<file path="src/rtl/popcnt_pkg.sv">
// rtl/popcnt_pkg.sv - shared types and helpers for popcnt_stream
package popcnt_pkg;

  // Beat-number field width carried through the pipe; covers BEATS up to 65535.
  localparam int BNUM_W = 16;

  // Per-pipe-stage tag travelling alongside the data.
  typedef struct packed {
    logic              valid;
    logic              fin;
    logic [BNUM_W-1:0] bnum;
  } stage_t;

  // Number of ones in one byte.
  function automatic logic [3:0] popcnt8(input logic [7:0] b);
    logic [3:0] c;
    c = '0;
    for (int i = 0; i < 8; i++) begin
      c = c + {3'b000, b[i]};
    end
    return c;
  endfunction

  // Width of the per-frame ones count; must hold data_w*beats exactly.
  function automatic int cnt_width(input int data_w, input int beats);
    return $clog2(data_w * beats + 1);
  endfunction

endpackage

</file>
<file path="src/rtl/popcnt_tree.sv">
// rtl/popcnt_tree.sv - two-stage registered byte-popcount adder tree with enable
module popcnt_tree
  import popcnt_pkg::*;
#(
  parameter  int DATA_W = 32,
  localparam int SUM_W  = $clog2(DATA_W + 1)
) (
  input  logic              clk,
  input  logic              rst_n,
  input  logic              en,
  input  logic [DATA_W-1:0] data,
  input  stage_t            tag_in,
  output stage_t            tag_out,
  output logic [SUM_W-1:0]  sum
);

  localparam int NB = DATA_W / 8;

  logic [3:0]       p1_cnt [NB];
  stage_t           p1_tag;
  logic [SUM_W-1:0] byte_sum;

  // P1: per-byte popcounts and the beat tag
  always_ff @(posedge clk or negedge rst_n) begin
    if (!rst_n) begin
      for (int i = 0; i < NB; i++) begin
        p1_cnt[i] <= '0;
      end
      p1_tag <= '0;
    end else if (en) begin
      for (int i = 0; i < NB; i++) begin
        p1_cnt[i] <= popcnt8(data[8*i +: 8]);
      end
      p1_tag <= tag_in;
    end
  end

  // Reduce the registered byte counts to one beat sum
  always_comb begin
    byte_sum = '0;
    for (int i = 0; i < NB; i++) begin
      byte_sum = byte_sum + SUM_W'(p1_cnt[i]);
    end
  end

  // P2: registered beat sum and tag
  always_ff @(posedge clk or negedge rst_n) begin
    if (!rst_n) begin
      sum     <= '0;
      tag_out <= '0;
    end else if (en) begin
      sum     <= byte_sum;
      tag_out <= p1_tag;
    end
  end

endmodule

</file>
<file path="src/rtl/popcnt_stream.sv">
// rtl/popcnt_stream.sv - per-frame streaming popcount; optional POPCNT_THRESH_EN threshold flag
module popcnt_stream
  import popcnt_pkg::*;
#(
  parameter int DATA_W = 32,
  parameter int BEATS  = 8,
  parameter int CNT_W  = cnt_width(DATA_W, BEATS),
  parameter int BCNT_W = $clog2(BEATS + 1)
) (
  input  logic              clk,
  input  logic              rst_n,
  input  logic              s_valid,
  output logic              s_ready,
  input  logic [DATA_W-1:0] s_data,
  input  logic              s_last,
  output logic              m_valid,
  input  logic              m_ready,
  output logic [CNT_W-1:0]  m_ones,
  output logic [BCNT_W-1:0] m_beats,
  output logic              m_short
`ifdef POPCNT_THRESH_EN
  ,
  input  logic [CNT_W-1:0]  thresh,
  output logic              m_over
`endif
);

  localparam int SUM_W = $clog2(DATA_W + 1);

  logic              en;
  logic              accept;
  logic              is_final;
  logic [BCNT_W-1:0] bcnt;
  stage_t            in_tag;
  stage_t            p2_tag;
  logic [SUM_W-1:0]  p2_sum;
  logic [CNT_W-1:0]  acc;
  logic [CNT_W-1:0]  total;
  logic [BCNT_W-1:0] nbeats;

  // The whole pipe advances only when the result register can take a new value.
  assign en       = !m_valid || m_ready;
  assign s_ready  = en;
  assign accept   = s_valid && en;
  assign is_final = s_last || (bcnt == BCNT_W'(BEATS - 1));

  // Tag for the beat entering the tree
  always_comb begin
    in_tag       = '0;
    in_tag.valid = accept;
    in_tag.fin   = is_final;
    in_tag.bnum  = BNUM_W'(bcnt);
  end

  // Beat position within the current frame
  always_ff @(posedge clk or negedge rst_n) begin
    if (!rst_n) begin
      bcnt <= '0;
    end else if (accept) begin
      bcnt <= is_final ? '0 : bcnt + BCNT_W'(1);
    end
  end

  popcnt_tree #(
    .DATA_W (DATA_W)
  ) u_tree (
    .clk     (clk),
    .rst_n   (rst_n),
    .en      (en),
    .data    (s_data),
    .tag_in  (in_tag),
    .tag_out (p2_tag),
    .sum     (p2_sum)
  );

  // Running frame total including the beat now in P2
  always_comb begin
    total  = acc + CNT_W'(p2_sum);
    nbeats = BCNT_W'(p2_tag.bnum) + BCNT_W'(1);
  end

  // P3: accumulate, and load the frame result on the final beat
  always_ff @(posedge clk or negedge rst_n) begin
    if (!rst_n) begin
      acc     <= '0;
      m_valid <= 1'b0;
      m_ones  <= '0;
      m_beats <= '0;
      m_short <= 1'b0;
    end else if (en) begin
      m_valid <= p2_tag.valid && p2_tag.fin;
      if (p2_tag.valid) begin
        if (p2_tag.fin) begin
          m_ones  <= total;
          m_beats <= nbeats;
          m_short <= nbeats < BCNT_W'(BEATS);
          acc     <= '0;
        end else begin
          acc <= total;
        end
      end
    end
  end

`ifdef POPCNT_THRESH_EN
  // Threshold flag registered alongside m_ones
  always_ff @(posedge clk or negedge rst_n) begin
    if (!rst_n) begin
      m_over <= 1'b0;
    end else if (en && p2_tag.valid && p2_tag.fin) begin
      m_over <= total >= thresh;
    end
  end
`endif

endmodule
</file>
<file path="config.mk">
export PLATFORM = sky130hd
export DESIGN_NAME = popcnt_stream
export DESIGN_NICKNAME = d
export VERILOG_FILES = /design/src/rtl/popcnt_pkg.sv /design/src/rtl/popcnt_tree.sv /design/src/rtl/popcnt_stream.sv
export SDC_FILE = /design/constraint.sdc
export NUM_CORES = 1
export LEC_CHECK = 0
export ABC_AREA = 1
export CAP_MARGIN = 20
export CORE_MARGIN = 4
export CORE_UTILIZATION = 50
export CTS_CLUSTER_DIAMETER = 80
export CTS_CLUSTER_SIZE = 14
export DETAILED_ROUTE_END_ITERATION = 10
export PLACE_DENSITY_LB_ADDON = 0.3
export SYNTH_ARGS = -nofsm -noshare
export SYNTH_HDL_FRONTEND = slang
export SYNTH_SLANG_ARGS = --single-unit
</file>
<file path="constraint.sdc">
create_clock -name clk -period 2.5 [get_ports clk]
set_input_delay 0.5 -clock clk [delete_from_list [all_inputs] [get_ports clk]]
set_output_delay 0.5 -clock clk [all_outputs]
set_load 0.01 [all_outputs]
</file>
After elaboration in Yosys (flattened, before gate mapping)
Index checks and enable logic that the tools add are counted.

Add/subtract/negate cells: 34. Multipliers: 0. Div/mod/pow operators: 0. Magnitude comparators: 1. Eq/ne operators: 1. Shift operators: 0. Multiplexer cells: 2. Bitwise logic cells: 0. Reduce and logical (&&, ||, !) cells: 7.

Operators with widths (number): 4-bit by 1-bit adder with 4-bit output (24); 6-bit by 4-bit adder with 6-bit output (2); 9-bit by 6-bit adder with 9-bit output (1); 9-bit two-way mux (1); 1-bit by 1-bit adder with 2-bit output (4); 4-bit by 1-bit adder with 4-bit output (second input constant) (2); 4-bit by 4-bit adder with 5-bit output (1); 4-bit by 3-bit == test with 1-bit output (second input constant) (1); 4-bit less-than comparator (second input constant) (1); 4-bit two-way mux (1); 3-bit AND reduction (1); 1-bit logical AND (2); 1-bit logical OR (2); 2-bit AND reduction (1); 1-bit zero test (1).

Register bits after elaboration: 62. Bits in latches: 0. Memory bits (writable): 0. Bits in read-only memories: 0. Output and inout port bits: 16. Logic and storage cells: 62. Memories: 0.

Depth between registers and ports, before layout
Gate-level depths: netlist of run 1.

Word-level depth: 7. Gate-level depth with buffers: 11.

Modules after synthesis
A second synthesis of run 1 with hierarchy kept.

Cells, all modules: 535. Area total of the unflattened synthesis: 4743.3 sq um.

Modules (own cells, without submodules): popcnt_tree (times used 1, cells an instance 350, area an instance 3203.1 sq um, seq. area each 1451.4 sq um); popcnt_stream (times used 1, cells an instance 185, area an instance 1540.2 sq um, seq. area each 700.7 sq um).

Least setup slack after synthesis of run 1
OpenSTA, ideal clock, no wires.

Kind: input port to flip-flop. Start point: input s_data[0]. End point: register u_tree.p1_cnt[14] (netlist name). Data arrival time: 2.741 ns. Required time: 2.369 ns. Slack: -0.373 ns. Stages: 9. Buffers on the path: 0. Cells stage by stage: ha_1 > inv_1 > fa_1 > fa_1 > inv_1 > fa_1 > fa_1 > xnor2_1 > o21ai_0.

Longest elaborated chain between the ends: 7.

Ends and longest elaborated chain: start: declaration (line popcnt_stream.sv:14) `input logic [DATA_W-1:0] s_data,`; 1-bit by 1-bit adder with 2-bit output (line popcnt_pkg.sv:19) `c = c + {3'b000, b[i]};`; 4-bit by 1-bit adder with 4-bit output (6 in series) (line popcnt_pkg.sv:19); end signal: indexed assignment (line popcnt_tree.sv:32) `p1_cnt[i] <= popcnt8(data[8*i +: 8]);`; end: declaration (line popcnt_tree.sv:19) `logic [3:0] p1_cnt [NB];`.

No other way between the ends. A chain may end at the register's enable or synchronous reset.

Worst setup path in the final report of run 1
Start point: register u_tree.p1_cnt[8] (netlist name). End point: register u_tree.sum[5].

Longest elaborated chain between the ends: 3.

Ends and longest elaborated chain: 4-bit by 4-bit adder with 5-bit output (line popcnt_tree.sv:42) `byte_sum = byte_sum + SUM_W'(p1_cnt[i]);`; 6-bit by 4-bit adder with 6-bit output (2 in series) (line popcnt_tree.sv:42); end signal: assignment (line popcnt_tree.sv:52) `sum <= byte_sum;`; end: declaration (line popcnt_tree.sv:14) `output logic [SUM_W-1:0] sum`.

No other way between the ends.

==> flow_summary.ini, run 1 <==
[sta]
hold_viol = 0
min_period_over_period_pct = 105
relSlewSlack_pct = 58.0
worst_slew_pin_slew_ns = 0.631
final.setup.tns_ns = -0.754
clock_skew_ns = 0.00997
min_period_ns = 2.62
max_freq_mhz = 382
finalSetupViolCount = 11
setup_ws_ns = -0.116
rsz0062_at_grt = yes
drv_slew = 0

[critical_path]
critPathMaxStageDelay_ns = 0.50
critPathCaptureType = register
cp_slowest_cell = fa_1
worstPathMaxFanout = 3
arrival_ns = 2.88
cp_top_family = adder cells
worstSetupPathDepth = 14
cp_common_cell = buf_4
worst-path-buf-inv = 5
critPathLaunchType = register
critical_path_required_ns = 2.76
critPathKind = reg2reg
crit_chain = ha_2, buf_4, buf_4, buf_4, nand3_2, nand2_2, xor2_1, fa_1, inv_2, ha_4, inv_1, nor2_2, o21ai_1, a21oi_1
worst-r2r-cell-count = 14

[routing]
drtIter0Drc = 71
vias = 2930
via_per_inst = 4.87
drcViolationCount = 0
dr.pass1.iters = 4
totalWireLength_mm = 7.45
wl_per_cell_um = 12.4
antenna_left = 0

[grt]
grt_max_degree = 45
grtUsageTotal_pct = 17.9
grt_overflow = 0
first_global_vias = 2931
antenna_found_initial = 0
grt_pass1_wl_mm = 12.6

[place]
gp_congestion = 0.843
placed_area_mm2 = 0.00452
pre_cts_slack_ns = -0.874
io_buffers = 52
dp_hpwl_mm = 5.54

[logic_synthesis]
synth_cell_types = 29
avgSynthCellArea_um2 = 8.80
ys_ff_latch = 62
ys_seq_area_share_pct = 40.8
synth_edf_count = 0
async_reset_ff_share_pct = 100
netlist_area_mm2 = 0.00380
syn_nets = 520
ys_warn_count = 0
syn_inst = 432
synth_ff_type = dfrtp_1

[pwr]
powerDensity_mw_per_mm2 = 1310
peakVddDrop_mv = 0.732
leakagePower_nw = 2.51
total_power_mw = 6.44

[worst_hold_path]
worstHoldPathType = in2async

[clocking]
clk_pin_slew_worst_paths_ns = 0.08
clkLatencyLatePin_ns = 0.35
cts_made_buffers = 9
hold_buffers = 0
cts_root_buf = clkbuf_8
h-tree-depth = 3
cts_buffer_depth = 2
cts_tree = done
clock-sinks = 62

[final_layout]
final_core_util_pct = 67.2
multi_input_area_mm2 = 0.00207
regArea_mm2 = 0.00155
num_antenna_cells = 0
syn_to_final_growth_pct = 29.6
final_area_mm2 = 0.00493
fillers = 584
fin_nets = 586
drive_gt1_share_pct = 18.3

[floorplan]
row_count = 31
die_h_um = 95.2
die_w_um = 95.2
initial_core_util_pct = 51.9
coreArea_mm2 = 0.00733
die_area_mm2 = 0.00907
io_pins = 53

[run_status]
status = finished, violations left
violations = setup timing

[run]
maxCapViolations = 0
-- cell usage after synthesis (all sizes together), types with 2 or more instances --
| cell | count | area share (%) |
|---|---|---|
| nand2 | 117 | 12 |
| inv | 85 | 8.5 |
| dfrtp | 62 | 41 |
| o21ai | 35 | 4.7 |
| ha | 28 | 9.2 |
| nand3 | 28 | 3.7 |
| fa | 23 | 12 |
| nor2 | 13 | 2.1 |
| a21oi | 10 | 1.3 |
| clkbuf | 6 | 0.59 |
| xor2 | 5 | 1.2 |
| xnor2 | 4 | 0.92 |
| a21o | 3 | 0.59 |
| nand3b | 3 | 0.59 |
| buf | 2 | 0.59 |
| or2 | 2 | 0.33 |
-- routing by layer --
layer | global-route usage [%] | part of all wire (%) | vias up
met5 | 0 | 0 | -
met4 | 8.41 | 2.2 | 0
met3 | 3.95 | 4.8 | 11
met2 | 31.9 | 51 | 71
met1 | 20.3 | 42 | 1375
li1 | - | - | 1473
-- cell usage in the layout (no fill, tap or decap), types with 9 or more instances in the layout --
cell type | netlist | final
nand2_1 | 116 | 115
inv_1 | 80 | 65
dfrtp_1 | 62 | 62
clkdlybuf4s50_1 | 0 | 35
nand3_1 | 28 | 25
o21ai_0 | 31 | 22
ha_1 | 28 | 19
inv_2 | 3 | 18
fa_1 | 23 | 13
o21ai_1 | 3 | 10
fa_2 | 0 | 10
a21oi_1 | 10 | 9
nor2_1 | 10 | 9
clkbuf_8 | 0 | 9
buf_6 | 2 | 9
buf_4 | 0 | 9
-- report_power, final --
group	leakage (nW)	switching, mW	internal [mW]
logic	1.59	1.92	1.78
clock network	0.124	0.411	0.667
registers	0.789	0.258	1.40
-- logic make-up (layout without fill, tap and decap cells) --
kind of cell               Yosys count  after routing  share of synthesized area, %
xor gates and xnor gates             9              9                          2.07
AOI/OAI and AO/OA                   53             53                          7.53
adders and majority gates           51             51                          21.3
buffers and inverters               93            164                          9.70
DFF                                 62             62                          40.8
and+or+nand+nor                    164            164                          18.6
-- worst paths after layout --
check,from,to,slack [ns]
worst max register to register,u_tree.p1_cnt[8]$_DFFE_PN0N_,u_tree.sum[5]$_DFFE_PN0N_,-0.12
min in group clk,m_short$_DFFE_PN0P_,m_short$_DFFE_PN0P_,0.47
worst min-delay path,rst_n,acc[6]$_DFFE_PN0P_,0.17
max in group asynchronous,rst_n,u_tree.p1_tag[16]$_DFFE_PN0N_,1.72
worst min register to register,m_short$_DFFE_PN0P_,m_short$_DFFE_PN0P_,0.47
worst max-delay path,u_tree.p1_cnt[8]$_DFFE_PN0N_,u_tree.sum[5]$_DFFE_PN0N_,-0.12
-- state kept, by name, indices dropped and copies added (netlist names) --
signal          cells
acc                 9
bcnt                4
m_beats             4
m_ones              9
m_short             1
m_valid             1
u_tree.p1_cnt      16
u_tree.p1_tag       6
u_tree.sum          6
u_tree.tag_out      6
-- stage by stage --
| step | hold WS (ns) | cells |
|---|---|---|
| 2_1_floorplan | 0.204 | 432 |
| 3_3_place_gp | 0.454 | 581 |
| 3_5_place_dp | 0.455 | 581 |
| 4_1_cts | 0.178 | 599 |
| 5_1_grt | 0.212 | 602 |
| 6_report | 0.166 | 602 |
-- timing repair --
item / CTS / global route
hold endpoints to repair: 0 / 0
buffers inserted: 3 / 3
setup endpoints to repair: 20 / 12
pin swaps: 30 / 23
resized for setup: 75 / 11
-- cell type report --
type	count	area share, %
clock buffers	9	2.51
clock inverters	7	2.46
inverters	85	6.57
multi-input cells	277	42.0
flip-flops and latches	62	31.5
well taps	99	2.51
repair buffers	63	12.5
Note: power is estimated with default switching activity, not from simulation.
==> inputs of run 2 (changes only) <==
--- a/config.mk
+++ b/config.mk
@@ -8,7 +8,8 @@
 export ABC_AREA = 1
 export CAP_MARGIN = 20
 export CORE_MARGIN = 4
-export CORE_UTILIZATION = 50
+export CORE_UTILIZATION = 51
+export CTS_BUF_LIST = sky130_fd_sc_hd__clkbuf_2 sky130_fd_sc_hd__clkbuf_4 sky130_fd_sc_hd__clkbuf_8
 export CTS_CLUSTER_DIAMETER = 80
 export CTS_CLUSTER_SIZE = 14
 export DETAILED_ROUTE_END_ITERATION = 10
==> run 2 against run 1 <==
Against the previous run: the flow still finishes with violations (setup timing); sequential power hardly changed; largest power group unchanged; flip-flop and latch count stayed put; critical endpoint unchanged; combinational power is 8.9% lower; power is 7.8% lower; via count is 0.68% higher; maximum frequency is 1.3% lower; global-route usage is 0.32 points higher; critical path type unchanged.
==> flow_summary.ini, run 2 (synthesis results as in run 1) <==
[final_layout]
regMostFlops = u_tree.p1_cnt
largest_reg_flops = 16
drive_gt1_share_pct = 17.9
num_antenna_cells = 0
layout_common_cells = nand2_1 (116), inv_1 (67), dfrtp_1 (62)
final_core_util_pct = 67.1
fin_nets = 589
reg.largest.list = u_tree.p1_cnt: 16 flops, acc: 9 flops, m_ones: 9 flops
syn_to_final_growth_pct = 27.9
final_common_cell = nand2_1

[floorplan]
die_area_mm2 = 0.00890
coreArea_mm2 = 0.00725
io_pins = 53
initial_core_util_pct = 52.4
row_count = 31
die_w_um = 94.4
die_h_um = 94.4

[sta]
relSlewSlack_pct = 48.6
min_period_ns = 2.65
drv_slew = 0
worst_slew_pin_slew_ns = 0.770
min_period_over_period_pct = 106
finalSetupViolCount = 10
setup_ws_ns = -0.150
max_freq_mhz = 377
clock_skew_ns = 0.00873
holdWs_ns = 0.328
rsz0062_at_grt = yes
hold_viol = 0

[routing]
wl_per_cell_um = 12.5
vias = 2950
via_per_inst = 4.89
highest_layer = met4
totalWireLength_mm = 7.51
drcViolationCount = 0
dr.pass1.iters = 4
m1WireLength_mm = 3.06
antenna_left = 0
met3WireLength_um = 380
met2_length_mm = 3.86
drtIter0Drc = 101

[critical_path]
worstPathMaxFanout = 2
critPathKind = reg2reg
critPathLaunchType = register
arrival_ns = 2.91
critical_path_required_ns = 2.76
critPathCaptureType = register

[clocking]
cts_root_buf = clkbuf_8
cts_buffer_depth = 2
clock-sinks = 62
cts_tree = done
h-tree-depth = 3
clkLatencyLatePin_ns = 0.34
clk_pin_slew_worst_paths_ns = 0.07
cts_made_buffers = 9

[pwr]
peakVddDrop_mv = 0.544
powerDensity_mw_per_mm2 = 1220
leakagePower_nw = 2.49

[place]
gp_congestion = 0.865
io_buffers = 52
dp_hpwl_mm = 5.43

[grt]
first_global_vias = 3028
grt_max_degree = 63
grtUsageTotal_pct = 18.2
antenna_found_initial = 0
grt_pass1_wl_mm = 12.7
grt_overflow = 0

[run_status]
violations = setup timing
status = finished, violations left

[run]
maxCapViolations = 0

[worst_hold_path]
worstHoldPathType = in2async
[run 2: cell count changes in the layout (fill, tap and decap cells not counted), moves of 2 or more]
cell       delta
buf_4         +3
bufinv_16     -2
clkbuf_4      +2
clkbuf_8      +2
clkinv_4      -2
inv_1         +2
inv_2         -2
nand3_1       +2
[run 2: area by class of cell]
type / instances / area (um^2)
Clock buffer: 13 / 166
Inverter: 85 / 324
Sequential cell: 62 / 1550
Timing Repair Buffer: 66 / 628
Tap cell: 99 / 124
Fill cell: 621 / 2390
Multi-Input combinational cell: 277 / 2040
Clock inverter: 1 / 30.0
[run 2: path summary, 6_finish.rpt]
kind | start | to | slack, ns | cells after the start
worst max register to register | u_tree.p1_cnt[12]$_DFFE_PN0N_ | u_tree.sum[5]$_DFFE_PN0N_ | -0.15 | 11
worst max-delay path | u_tree.p1_cnt[12]$_DFFE_PN0N_ | u_tree.sum[5]$_DFFE_PN0N_ | -0.15 | 11
worst min-delay path | rst_n | acc[6]$_DFFE_PN0P_ | 0.33 | 2
min in group clk | u_tree.p1_tag[1]$_DFFE_PN0N_ | u_tree.tag_out[1]$_DFFE_PN0N_ | 0.47 | 2
max in group asynchronous | rst_n | bcnt[2]$_DFFE_PN0P_ | 1.68 | 2
worst min register to register | u_tree.p1_tag[1]$_DFFE_PN0N_ | u_tree.tag_out[1]$_DFFE_PN0N_ | 0.47 | 2
[run 2: critical path, cell delays in order, from the launching register on]
cell	delay, ns
dfrtp_1	0.40
ha_2	0.21
fa_2	0.54
inv_2	0.04
fa_1	0.43
inv_1	0.07
ha_2	0.19
inv_2	0.04
fa_2	0.34
nor2_2	0.11
o21ai_1	0.07
a21oi_1	0.13
[run 2: repair_timing]
item                       CTS  global route
gates resized for setup     71            12
pin swaps                   31            32
setup buffers                6             3
hold buffers                 0             0
setup endpoints to repair   20            13
[run 2: power breakdown]
group | internal (mW) | switching (mW) | total (mW) | leakage [nW]
sequential | 1.41 | 0.267 | 1.67 | 0.789
combinational | 1.59 | 1.78 | 3.37 | 1.60
clock | 0.527 | 0.367 | 0.894 | 0.102
total | 3.52 | 2.42 | 5.94 | 2.49
[run 2: per-stage QoR]
stage               cells  setup WS [ns]  power (mW)  area [um^2]  setup TNS, ns
global placement      582         -0.772        4.37         4520          -9.32
finish                603         -0.150        5.94         4860         -0.812
floorplan             432         -0.264        3.65         3870          -1.76
global route          603         -0.227        6.49         4860          -1.49
CTS                   601         -0.226        5.73         4790          -1.55
detailed placement    582         -0.862        4.52         4520         -10.46
[run 2: routing by layer]
layer | vias up | global-route usage, %
li1 | 1468 | -
met1 | 1396 | 20.7
met2 | 69 | 32.4
met3 | 17 | 3.67
met4 | 0 | 9.27
met5 | - | 0
==> inputs of run 3 (changes only) <==
--- a/config.mk
+++ b/config.mk
@@ -8,7 +8,7 @@
 export ABC_AREA = 1
 export CAP_MARGIN = 20
 export CORE_MARGIN = 4
-export CORE_UTILIZATION = 51
+export CORE_UTILIZATION = 32
 export CTS_BUF_LIST = sky130_fd_sc_hd__clkbuf_2 sky130_fd_sc_hd__clkbuf_4 sky130_fd_sc_hd__clkbuf_8
 export CTS_CLUSTER_DIAMETER = 80
 export CTS_CLUSTER_SIZE = 14
==> run 3 against run 2 <==
Against the previous run: the run still ends with setup timing left; final cell count rose by 6.6%; critical path type unchanged; via count fell by 2.7%; highest routed layer unchanged; sequential share of layout area decreased by 0.074 points; register-to-register slack gained 0.04 ns; largest cell class unchanged; clock power increased by 2.3%; clock skew decreased by 0.0028 ns; non-clock buffer count down 5.
==> flow_summary.ini, run 3 (synthesis results as in run 1) <==
[run_status]
status = finished, violations left
violations = setup timing

[final_layout]
regMostFlops = u_tree.p1_cnt
multi_input_area_mm2 = 0.00202
layout_common_cells = nand2_1 (116), inv_1 (69), dfrtp_1 (62)
largest_reg_flops = 16
regArea_mm2 = 0.00155
fillers = 1148
fin_nets = 584
final_core_util_pct = 42.3
drive_gt1_share_pct = 16.2
final_common_cell = nand2_1
syn_to_final_growth_pct = 28.2
num_antenna_cells = 0
reg.largest.list = u_tree.p1_cnt: 16 flops, acc: 9 flops, m_ones: 9 flops

[floorplan]
coreArea_mm2 = 0.0115
die_w_um = 117
die_h_um = 117
row_count = 39
die_area_mm2 = 0.0137
io_pins = 53
initial_core_util_pct = 33.0

[clocking]
clk_pin_slew_worst_paths_ns = 0.07
h-tree-depth = 3
cts_root_buf = clkbuf_8
clkLatencyLatePin_ns = 0.34
clock-sinks = 62
cts_made_buffers = 9
cts_buffer_depth = 2
hold_buffers = 0
cts_tree = done

[sta]
finalSetupViolCount = 10
clock_skew_ns = 0.00590
drv_slew = 0
worst_slew_pin_slew_ns = 0.620
min_period_over_period_pct = 104
max_freq_mhz = 383
rsz0062_at_grt = yes
relSlewSlack_pct = 58.7
min_period_ns = 2.61
final.setup.tns_ns = -0.530
holdWs_ns = 0.174
hold_viol = 0
setup_ws_ns = -0.111

[routing]
via_per_inst = 4.47
antenna_left = 0
wl_per_cell_um = 11.3
drcViolationCount = 0
dr.pass1.iters = 4
vias = 2871
drtIter0Drc = 185
totalWireLength_mm = 7.26

[pwr]
powerDensity_mw_per_mm2 = 1180
peakVddDrop_mv = 0.413
leakagePower_nw = 2.47
total_power_mw = 5.76

[grt]
grt_pass1_wl_mm = 13.4
grt_max_degree = 45
grtUsageTotal_pct = 12.2
first_global_vias = 3071
grt_overflow = 0
antenna_found_initial = 0

[critical_path]
critPathCaptureType = register
critPathKind = reg2reg
critical_path_required_ns = 2.76
worstPathMaxFanout = 2
critPathLaunchType = register
arrival_ns = 2.87

[place]
io_buffers = 52
dp_hpwl_mm = 5.53
gp_congestion = 0.860

[worst_hold_path]
worstHoldPathType = in2async

[run]
maxCapViolations = 0
==> run 3: area by class of cell <==
type | instances | area share (%)
clock buffer | 12 | 3.39
clock inverter | 3 | 0.873
inverter | 85 | 6.65
multi-input combinational | 277 | 41.4
sequential | 62 | 31.8
tap | 143 | 3.67
timing repair buffer | 61 | 12.2
==> run 3: path summary, 6_finish.rpt <==
check,cells after the start,to,slack [ns],startpoint
min,1,acc[6]$_DFFE_PN0P_,0.17,rst_n
max in group asynchronous,2,u_tree.p1_tag[17]$_DFFE_PN0N_,1.72,rst_n
max,11,u_tree.sum[5]$_DFFE_PN0N_,-0.11,u_tree.p1_cnt[12]$_DFFE_PN0N_
min in group clk,2,u_tree.tag_out[3]$_DFFE_PN0N_,0.47,u_tree.p1_tag[3]$_DFFE_PN0N_
max reg2reg,11,u_tree.sum[5]$_DFFE_PN0N_,-0.11,u_tree.p1_cnt[12]$_DFFE_PN0N_
min reg2reg,2,u_tree.tag_out[3]$_DFFE_PN0N_,0.47,u_tree.p1_tag[3]$_DFFE_PN0N_
==> run 3: critical path, stage by stage, from the launching register on <==
cell and delay [ns]:
dfrtp_1 0.39, ha_2 0.21, fa_2 0.53, inv_2 0.04
fa_1 0.42, inv_1 0.07, ha_2 0.18, inv_2 0.04
fa_2 0.34, nor2_2 0.11, o21ai_1 0.07, a21oi_1 0.14
==> run 3: metrics by stage <==
stage,cells,cell area [um^2],worst slack (ns)
floorplan,432,3870,-0.264
global placement,624,4570,-0.782
detailed placement,624,4570,-0.860
CTS,640,4820,-0.179
global route,643,4870,-0.228
finish,643,4870,-0.111
==> run 3: power breakdown <==
part	internal (mW)	total [mW]	switching (mW)	leakage, nW
Sequential	1.40	1.67	0.263	0.789
Clock	0.535	0.915	0.380	0.104
Combinational	1.49	3.18	1.69	1.58
==> run 3: layer usage <==
layer  track usage (%)  wire length [um]
met2              20.5              3460
met5                 0                 0
met1              15.2              3390
met3              2.78               288
met4              4.82               125
==> run 3: repair_timing <==
item                                    4_1_cts  5_1_grt
resized for setup                            61       13
cloned                                        0        0
endpoints found under the setup margin       20       12
pin swaps                                    27       26
buffers inserted                              1        3
